===== src/rtl/ysyx_2022040010_sbuf.sv =====
// Store buffer: aligns sb/sh/sw/sd requests to a doubleword lane with a byte
// mask, queues them in a small FIFO and drains them to the data SRAM write
// port. Also flags loads that hit a pending store and supports fence drain.
module ysyx_2022040010_sbuf #(
  parameter int unsigned DEPTH = 4
) (
  input  logic                     clk,
  input  logic                     rst,
  input  logic                     st_valid,
  output logic                     st_ready,
  input  logic [3:0]               st_op,
  input  logic [63:0]              st_addr,
  input  logic [63:0]              st_data,
  output logic                     st_misalign,
  output logic                     dsram_we,
  output logic [63:0]              dsram_addr,
  output logic [63:0]              dsram_wdata,
  output logic [7:0]               dsram_wmask,
  input  logic                     dsram_ack,
  input  logic [63:0]              ld_chk_addr,
  input  logic                     ld_chk_valid,
  output logic                     ld_hazard,
  input  logic                     drain_req,
  output logic                     drain_done,
  output logic [$clog2(DEPTH):0]   count
);

  localparam int unsigned PW = $clog2(DEPTH);
  localparam int unsigned CW = PW + 1;

  typedef enum logic {RUN, DRAIN} state_t;

  state_t        state, state_next;
  logic          done_next;

  // Entries keep only the doubleword line; the byte offset lives in the mask.
  logic [60:0]   ent_line [DEPTH];
  logic [63:0]   ent_data [DEPTH];
  logic [7:0]    ent_mask [DEPTH];
  logic [PW-1:0] head, tail;

  logic [2:0]    off;
  logic          op_ok, misal;
  logic [7:0]    mask;
  logic [63:0]   wdata;
  logic          accept, enq, deq;
  logic [PW-1:0] rel;
  logic          ld_off_unused;

  assign ld_off_unused = ^ld_chk_addr[2:0];

  // Decode the store size into lane mask, replicated data and alignment fault.
  always_comb begin
    off   = st_addr[2:0];
    op_ok = 1'b1;
    misal = 1'b0;
    mask  = '0;
    wdata = '0;
    case (st_op)
      4'b1000: begin
        mask  = 8'h01 << off;
        wdata = {8{st_data[7:0]}};
      end
      4'b0100: begin
        mask  = 8'h03 << off;
        wdata = {4{st_data[15:0]}};
        misal = off[0];
      end
      4'b0010: begin
        mask  = 8'h0F << off;
        wdata = {2{st_data[31:0]}};
        misal = (off[1:0] != 2'b00);
      end
      4'b0001: begin
        mask  = 8'hFF;
        wdata = st_data;
        misal = (off != 3'b000);
      end
      default: op_ok = 1'b0;
    endcase
  end

  assign st_ready    = rst & (count < CW'(DEPTH)) & (state == RUN);
  assign accept      = st_valid & st_ready & op_ok;
  assign enq         = accept & ~misal;
  assign dsram_we    = (count != '0);
  assign deq         = dsram_we & dsram_ack;
  assign dsram_addr  = {ent_line[head], 3'b000};
  assign dsram_wdata = ent_data[head];
  assign dsram_wmask = ent_mask[head];

  // Entry storage; needs no reset because count gates every read.
  always_ff @(posedge clk) begin
    if (enq) begin
      ent_line[tail] <= st_addr[63:3];
      ent_data[tail] <= wdata;
      ent_mask[tail] <= mask;
    end
  end

  // Pointers, occupancy and the misalign pulse.
  always_ff @(posedge clk) begin
    if (!rst) begin
      head        <= '0;
      tail        <= '0;
      count       <= '0;
      st_misalign <= 1'b0;
    end else begin
      if (enq) tail <= tail + PW'(1);
      if (deq) head <= head + PW'(1);
      case ({enq, deq})
        2'b10:   count <= count + CW'(1);
        2'b01:   count <= count - CW'(1);
        default: count <= count;
      endcase
      st_misalign <= accept & misal;
    end
  end

  // Load hazard: an entry is live when its distance from head is below count.
  always_comb begin
    ld_hazard = 1'b0;
    rel       = '0;
    for (int unsigned i = 0; i < DEPTH; i++) begin
      rel = PW'(i) - head;
      if (({1'b0, rel} < count) && (ent_line[i] == ld_chk_addr[63:3]))
        ld_hazard = 1'b1;
    end
    ld_hazard = ld_hazard & ld_chk_valid;
  end

  // Drain FSM state register.
  always_ff @(posedge clk) begin
    if (!rst) begin
      state      <= RUN;
      drain_done <= 1'b0;
    end else begin
      state      <= state_next;
      drain_done <= done_next;
    end
  end

  // Drain FSM next state: fence blocks new stores until the FIFO is empty.
  always_comb begin
    state_next = state;
    done_next  = 1'b0;
    case (state)
      RUN: if (drain_req) state_next = DRAIN;
      DRAIN: begin
        if (count == '0) begin
          state_next = RUN;
          done_next  = 1'b1;
        end
      end
      default: state_next = RUN;
    endcase
  end

endmodule


===== config.mk =====
export PLATFORM = sky130hd
export DESIGN_NAME = ysyx_2022040010_sbuf
export DESIGN_NICKNAME = d
export VERILOG_FILES = /design/src/rtl/ysyx_2022040010_sbuf.sv
export SDC_FILE = /design/constraint.sdc
export NUM_CORES = 1
export LEC_CHECK = 0
export CORE_MARGIN = 1.5
export CORE_UTILIZATION = 47
export DETAILED_ROUTE_END_ITERATION = 12
export PLACE_DENSITY = 0.71
export SYNTH_ARGS = -nofsm -noshare
export SYNTH_HDL_FRONTEND = slang
export SYNTH_SLANG_ARGS = --single-unit

===== constraint.sdc =====
create_clock -name clk -period 9.1 [get_ports clk]
set_input_delay 2.275 -clock clk [delete_from_list [all_inputs] [get_ports clk]]
set_output_delay 2.275 -clock clk [all_outputs]
set_load 0.05 [all_outputs]

==> results of run 1 <==
layer usage:
metal | up-vias | track usage (%)
met1 | 6863 | 31.8
met2 | 614 | 43.7
met4 | 4 | 7.84
met5 | - | 0
li1 | 5833 | -
met3 | 90 | 6.27
cells in the mapped netlist, types with 2 or more instances:
cell type	count
a21o_1	4
a21oi_1	7
a222oi_1	8
a22o_1	24
a22oi_1	24
and2_1	10
buf_1	3
buf_2	16
buf_4	4
clkbuf_1	48
dfxtp_1	12
edfxtp_1	532
ha_1	9
inv_1	18
mux4_2	133
nand2_1	41
nand3_1	2
nand4_1	36
nor2_1	7
nor2b_1	11
nor3_1	3
nor4_1	42
nor4b_2	2
nor4b_4	2
o21ai_0	6
o311ai_0	2
o41ai_1	2
or3_1	3
xnor2_1	119
xor2_1	131
critical path: cells and delay by family:
| kind | cells | cell delay (ps) |
|---|---|---|
| AOI/OAI and AO/OA | 1 | 260 |
| xor gates and xnor gates | 1 | 380 |
| buffers and inverters | 2 | 1350 |
| and+or+nand+nor | 4 | 1350 |
power breakdown:
part	internal (µW)	leakage (µW)	switching [µW]
clock network	1270	0.000874	946
logic	260	0.00362	376
registers	2770	0.00490	14.8
cell families (layout without fill, tap and decap cells):
logic type                 Yosys count  after routing
AOI/OAI and AO/OA                   88             88
xor gates and xnor gates           250            250
adders and majority gates           10             10
buffers and inverters               90            475
DFF                                544            544
muxes                              134            134
other                                1              8
and+or+nand+nor                    166            166
flip-flops by register name, summed over array words and instances (netlist names), named ones only:
name         cells
count            3
drain_done       1
ent_data       256
ent_line       244
ent_mask        32
head             2
st_misalign      1
state            1
tail             2
cell usage in the layout, fill, tap and decap left out, drive strengths merged, types with 2 or more instances in the layout:
| cell type | synthesis | routed |
|---|---|---|
| buf | 24 | 16 |
| a22o | 24 | 24 |
| nor4b | 4 | 4 |
| nand3 | 2 | 2 |
| clkdlybuf4s50 | 0 | 339 |
| o21ai | 6 | 6 |
| dfxtp | 12 | 12 |
| diode | 0 | 5 |
| nor2 | 7 | 7 |
| o311ai | 2 | 2 |
| xor2 | 131 | 131 |
| nand2b | 2 | 2 |
| nor4 | 42 | 42 |
| clkbuf | 48 | 66 |
| or3 | 3 | 3 |
| a21o | 4 | 4 |
| nand4 | 36 | 36 |
| clkinv | 0 | 27 |
| nand2 | 41 | 41 |
| ha | 9 | 9 |
| nor2b | 11 | 11 |
| nor3 | 3 | 3 |
| edfxtp | 532 | 532 |
| a222oi | 8 | 8 |
| bufinv | 0 | 5 |
| inv | 18 | 22 |
| a21oi | 8 | 8 |
| o41ai | 2 | 2 |
| xnor2 | 119 | 119 |
| a22oi | 24 | 24 |
| and2 | 10 | 10 |
| conb | 1 | 3 |
| mux4 | 133 | 133 |
final cells by class:
class / count / area [µm²] / share of cell area (%)
sequential: 544 / 16200 / 54.9
multi-input combinational: 651 / 7050 / 23.9
antenna: 5 / 12.5 / 0.0424
tap: 664 / 831 / 2.81
clock buffer: 66 / 1440 / 4.87
inverter: 18 / 67.6 / 0.229
timing repair buffer: 355 / 3590 / 12.1
clock inverter: 36 / 327 / 1.11
worst paths after layout:
path	start	to
worst max-delay path	ld_chk_addr[19]	ld_hazard
worst min-delay path	state	drain_done
worst max register to register	count[2]	ent_line[0][25]
worst min register to register	state	drain_done
through the flow:
stage          instance area [µm²]  setup slack, ps  util, %  instances
2_1_floorplan                23600             1430        -       1285
3_3_place_gp                 27800             1360     56.4       2232
3_5_place_dp                 27800             1350     56.4       2232
4_1_cts                      29500             1290     60.0       2334
5_1_grt                      29500             1160     60.0       2334
6_report                     29500             1210     60.0       2339
==> summary.txt, run 1 <==
Worst setup path
  • Delay of the slowest critical-path stage: 830 ps
  • Worst-case reg-to-reg path depth: 5
  • Crit. End Element: primary output
  • Crit-path max FO: 4
  • CP max-delay cell: clkdlybuf4s50_1
  • WS Path Type: input port to primary output
  • Critical-path cell list: clkdlybuf4s50_1, xnor2_1, nand4_1, nor4_1, nand4_1, nor4_1, o41a_1, clkdlybuf4s50_1
  • Worst setup SP type: input port
  • Req. time, crit path: 6830 ps
  • FF-to-FF setup slack: 5590 ps
  • Critical path arrival: 5620 ps

Timing
  • Final Cycle Share: 86.7%
  • Slew HR: 26.5%
  • Hold Fails Final Rpt: 0
  • Fmax: 0.127 GHz
  • Crit path time final: 7890 ps
  • Worst-Margin Slew: 1100 ps
  • Hold_ws: 542 ps
  • Clock Skew: 25.8 ps
  • RSZ-0062 raised after global routing: no
  • Setup violators final: 0
  • Setup Total Neg Slack: 0 ps
  • Max Slew Vio Count: 0

Floorplanning
  • Core area: 49,300 µm²
  • Die width: 227 µm
  • DIE HEIGHT: 227 µm
  • I/O Pins: 346
  • Initial Util: 48.0%
  • Row Count: 81
  • Die ar.: 51,600 µm²

Synth
  • FF+latch count, synth: 544
  • Async set-reset flop share out of synthesis: 0%
  • Post-synth top area cell: edfxtp_1
  • Register area share after synthesis: 68.6%
  • Mapped Area: 23,600 µm²
  • Post-synth top area share: 67.6%
  • Top FF cell, synth: edfxtp_1
  • Xor/xnor share of the synthesized area: 9.27%
  • Post-Synth Simple-Gate Area: 4.14%
  • Largest family of logic cells by synthesized area: multiplexers
  • Post-Syn Instances: 1,283
  • Mux cell area share after synthesis: 12.7%
  • Post-synthesis adder-cell area fraction: 0.561%
  • Synthesized area per cell: 18.4 µm²
  • Compound-Gate Fraction of Synth Area: 3.03%
  • Ranking of synthesized cells by area: edfxtp_1, mux4_2, xor2_1
  • Post-synth cell types: 52
  • YS warnings: 0
  • Post-synth EDFFs: 532

Clocking
  • PostCTS Resize Cnt: 0
  • Hold-fix buffers at CTS: 0
  • Setup bufs post-CTS: 0
  • CTS buffer count: 56
  • Clock tree sinks: 544
  • Clock-pin slew on the worst setup and hold paths: 60 ps
  • Max Buffers Root-to-Sink: 3
  • CTS tree: built
  • CTS Root Buffer Type: clkbuf_16
  • H-tree depth: 2
  • Clk Latency, worst-skew pair: 620 ps

Power
  • Pwr Total: 5640 µW
  • Pwr dens: 191 nW/µm²
  • Worst ir drop on vdd: 0.161 mV
  • Pleak: 0.00940 µW

Drt
  • DR vias: 13.4k
  • Metal2 WL: 33,300 µm
  • Post-route DRC: 0
  • Detail Route Antenna Nets: 0
  • WL final: 65,000 µm
  • M1 WL: 24,200 µm
  • Wire length per cell: 27.8 µm
  • Routed wl met3: 5760 µm
  • DRT iter0 DRCs: 1,280
  • Routed vias/inst: 5.73
  • Uppermost layer routed: met5
  • 1st-pass router iterations: 5

Global routing
  • Vias in the first global route: 13.8k
  • GRT Total Usage: 25.4%
  • First-pass GRT wire length: 92,900 µm
  • GR Overflow Total: 0
  • Largest net degree at the start of global routing: 74
  • Initial antenna violation count: 3

Run
  • Max_cap viols: 0

Layout
  • Fillers: 3,727
  • Final #Nets: 1,838
  • Share of layout cells above drive strength 1: 14.6%
  • Layout Area Growth over Synthesis: 25.0%

Outcome
  • Outcome: complete, no violations

Hold path
  • Min-Delay Path Depth: 1
  • Worst min-delay path class: flop to flop

Place
  • DPL Wire Length: 45,500 µm
  • Placer Congestion: 0.933
  • Number of port buffers: 339
Power figures use the tool's default switching activity.
==> inputs of run 2 (changes only) <==
--- a/config.mk
+++ b/config.mk
@@ -6,9 +6,8 @@
 export NUM_CORES = 1
 export LEC_CHECK = 0
 export CORE_MARGIN = 1.5
-export CORE_UTILIZATION = 47
+export CORE_UTILIZATION = 42
 export DETAILED_ROUTE_END_ITERATION = 12
-export PLACE_DENSITY = 0.71
 export SYNTH_ARGS = -nofsm -noshare
 export SYNTH_HDL_FRONTEND = slang
 export SYNTH_SLANG_ARGS = --single-unit
==> run 2 against run 1 <==
Effect of this change: fmax decreased by 2.8%; first-iteration DRC count shrank 13%; non-clock buffer count unchanged; clock-buffer cell count up 6; worst setup slack worse by 220 ps; largest power group unchanged; final cell count rose by 3.5%; clock power increased by 7%; register-to-register slack improved by 410 ps; flip-flop and latch count stayed put.
==> summary.txt, run 2 (same netlist as run 1, synthesis figures left out) <==
Worst setup path
  • Levels on crit path: 8
  • Req. time, crit path: 6830 ps
  • Worst setup SP type: input port
  • Crit. End Element: primary output
  • Worst path bufs/invs: 2
  • Delay of the slowest critical-path stage: 830 ps
  • Worst-case reg-to-reg path depth: 6
  • CP max-delay cell: clkdlybuf4s50_1
  • WS Path Type: input port to primary output
  • Largest delay share family, worst path: buffers and inverters
  • Crit-path max FO: 4
  • Critical-path cell list: clkdlybuf4s50_1, xnor2_1, nand4_1, nor4_1, o2111ai_1, nor4_1, o41a_1, clkdlybuf4s50_1
  • Critical path arrival: 5840 ps

Hold path
  • Worst min-delay path class: flop to flop
  • Min-Delay Path Depth: 1

Layout
  • Final #Nets: 1,839
  • Commonest non-fill, non-tap cells in the layout: edfxtp_1, clkdlybuf4s50_1, mux4_2
  • Largest registers: ent_data (256), ent_line (244), ent_mask (32)
  • Max reg flops: 256
  • Fillers: 4,504
  • Biggest register: ent_data
  • Share of layout cells above drive strength 1: 14.3%
  • Finished Layout Cells: 2,422
  • Commonest non-fill, non-tap cell in the layout: edfxtp_1
  • Layout Area Growth over Synthesis: 25.9%

Drt
  • Detail Route Antenna Nets: 0
  • Wire length per cell: 28.3 µm
  • 1st-pass router iterations: 5
  • WL final: 68,400 µm
  • Routed vias/inst: 5.53
  • Post-route DRC: 0
  • DR vias: 13.4k
  • DRT iter0 DRCs: 1,111

Global routing
  • Largest net degree at the start of global routing: 73
  • Initial antenna violation count: 10
  • First-pass GRT wire length: 96,900 µm
  • GRT Total Usage: 23.8%
  • Vias in the first global route: 14.0k
  • GR Overflow Total: 0

Timing
  • Crit path time final: 8120 ps
  • Setup Total Neg Slack: 0 ps
  • Fmax: 0.123 GHz
  • Worst-Margin Slew: 1110 ps
  • Setup violators final: 0
  • Max Slew Vio Count: 0
  • Final Cycle Share: 89.2%
  • Slew HR: 26.2%
  • RSZ-0062 raised after global routing: no
  • Clock Skew: 16.5 ps
  • Hold Fails Final Rpt: 0

Place
  • DPL Wire Length: 47,500 µm
  • Placer Congestion: 0.896
  • Number of port buffers: 339
  • Dpl cells: 2,316

Clocking
  • CTS tree: built
  • Clock tree sinks: 544
  • Clk Latency, worst-skew pair: 610 ps
  • Max Buffers Root-to-Sink: 3
  • PostCTS Resize Cnt: 0
  • Setup bufs post-CTS: 0
  • Hold-fix buffers at CTS: 0
  • H-tree depth: 2
  • CTS Root Buffer Type: clkbuf_16
  • CTS buffer count: 57
  • Clock-pin slew on the worst setup and hold paths: 60 ps

Power
  • Pleak: 0.00944 µW
  • Pwr dens: 195 nW/µm²
  • Worst ir drop on vdd: 0.161 mV
  • Pwr Total: 5790 µW

Outcome
  • Outcome: complete, no violations

Floorplanning
  • DIE HEIGHT: 240 µm
  • I/O Pins: 346
  • Row Count: 86
  • Initial Util: 42.7%
  • Die ar.: 57,700 µm²
  • Core area: 55,300 µm²
  • Die width: 240 µm

Run
  • Max_cap viols: 0
run 2: cell count changes in the layout (fill, tap and decap cells not counted), sizes merged:
cell,change
bufinv,+4
clkbuf,+6
clkinv,-4
clkinvlp,+1
diode,-4
inv,-4
run 2: layout make-up:
type,instances,area (µm²),share of cell area [%]
sequential,544,16200,54.5
multi-input combinational,651,7050,23.7
timing repair buffer,355,3590,12.1
clock buffer,72,1500,5.05
tap,748,936,3.14
clock inverter,33,384,1.29
inverter,18,67.6,0.227
antenna,1,2.50,0.00841
run 2: final timing paths:
path	start	endpoint	slack [ps]
setup / recovery	ld_chk_addr[6]	ld_hazard	980
hold reg to reg	state	drain_done	530
setup reg to reg	count[2]	ent_line[0][20]	6000
hold / removal	state	drain_done	530
run 2: per-layer routing:
layer	wire length, µm	GRT usage, %	vias up
met3	6150	7.45	104
met1	26600	29.7	6934
li1	-	-	5824
met2	33800	39.7	514
met5	103	0	-
met4	1790	7.20	18
run 2: report_power, final:
part / internal, µW / switching [µW] / total [µW]
registers: 2770 / 15.9 / 2780
clock network: 1420 / 953 / 2370
logic: 260 / 382 / 642
total: 4440 / 1350 / 5790
run 2: metrics by stage:
stage / hold slack (ps) / utilization [%] / cell area, µm² / worst slack, ps
6_report: 532 / 53.8 / 29800 / 983
5_1_grt: 552 / 53.8 / 29800 / 1100
3_3_place_gp: 527 / 50.4 / 27900 / 1300
4_1_cts: 534 / 53.8 / 29800 / 1250
3_5_place_dp: 533 / 50.4 / 27900 / 1270
2_1_floorplan: 505 / - / 23600 / 1430
==> inputs of run 3 (changes only) <==
--- a/config.mk
+++ b/config.mk
@@ -8,6 +8,7 @@
 export CORE_MARGIN = 1.5
 export CORE_UTILIZATION = 42
 export DETAILED_ROUTE_END_ITERATION = 12
+export HOLD_SLACK_MARGIN = 0.05
 export SYNTH_ARGS = -nofsm -noshare
 export SYNTH_HDL_FRONTEND = slang
 export SYNTH_SLANG_ARGS = --single-unit
==> results of run 3 <==
Same layout as run 2: the final DEF is identical, and so are final timing and power.
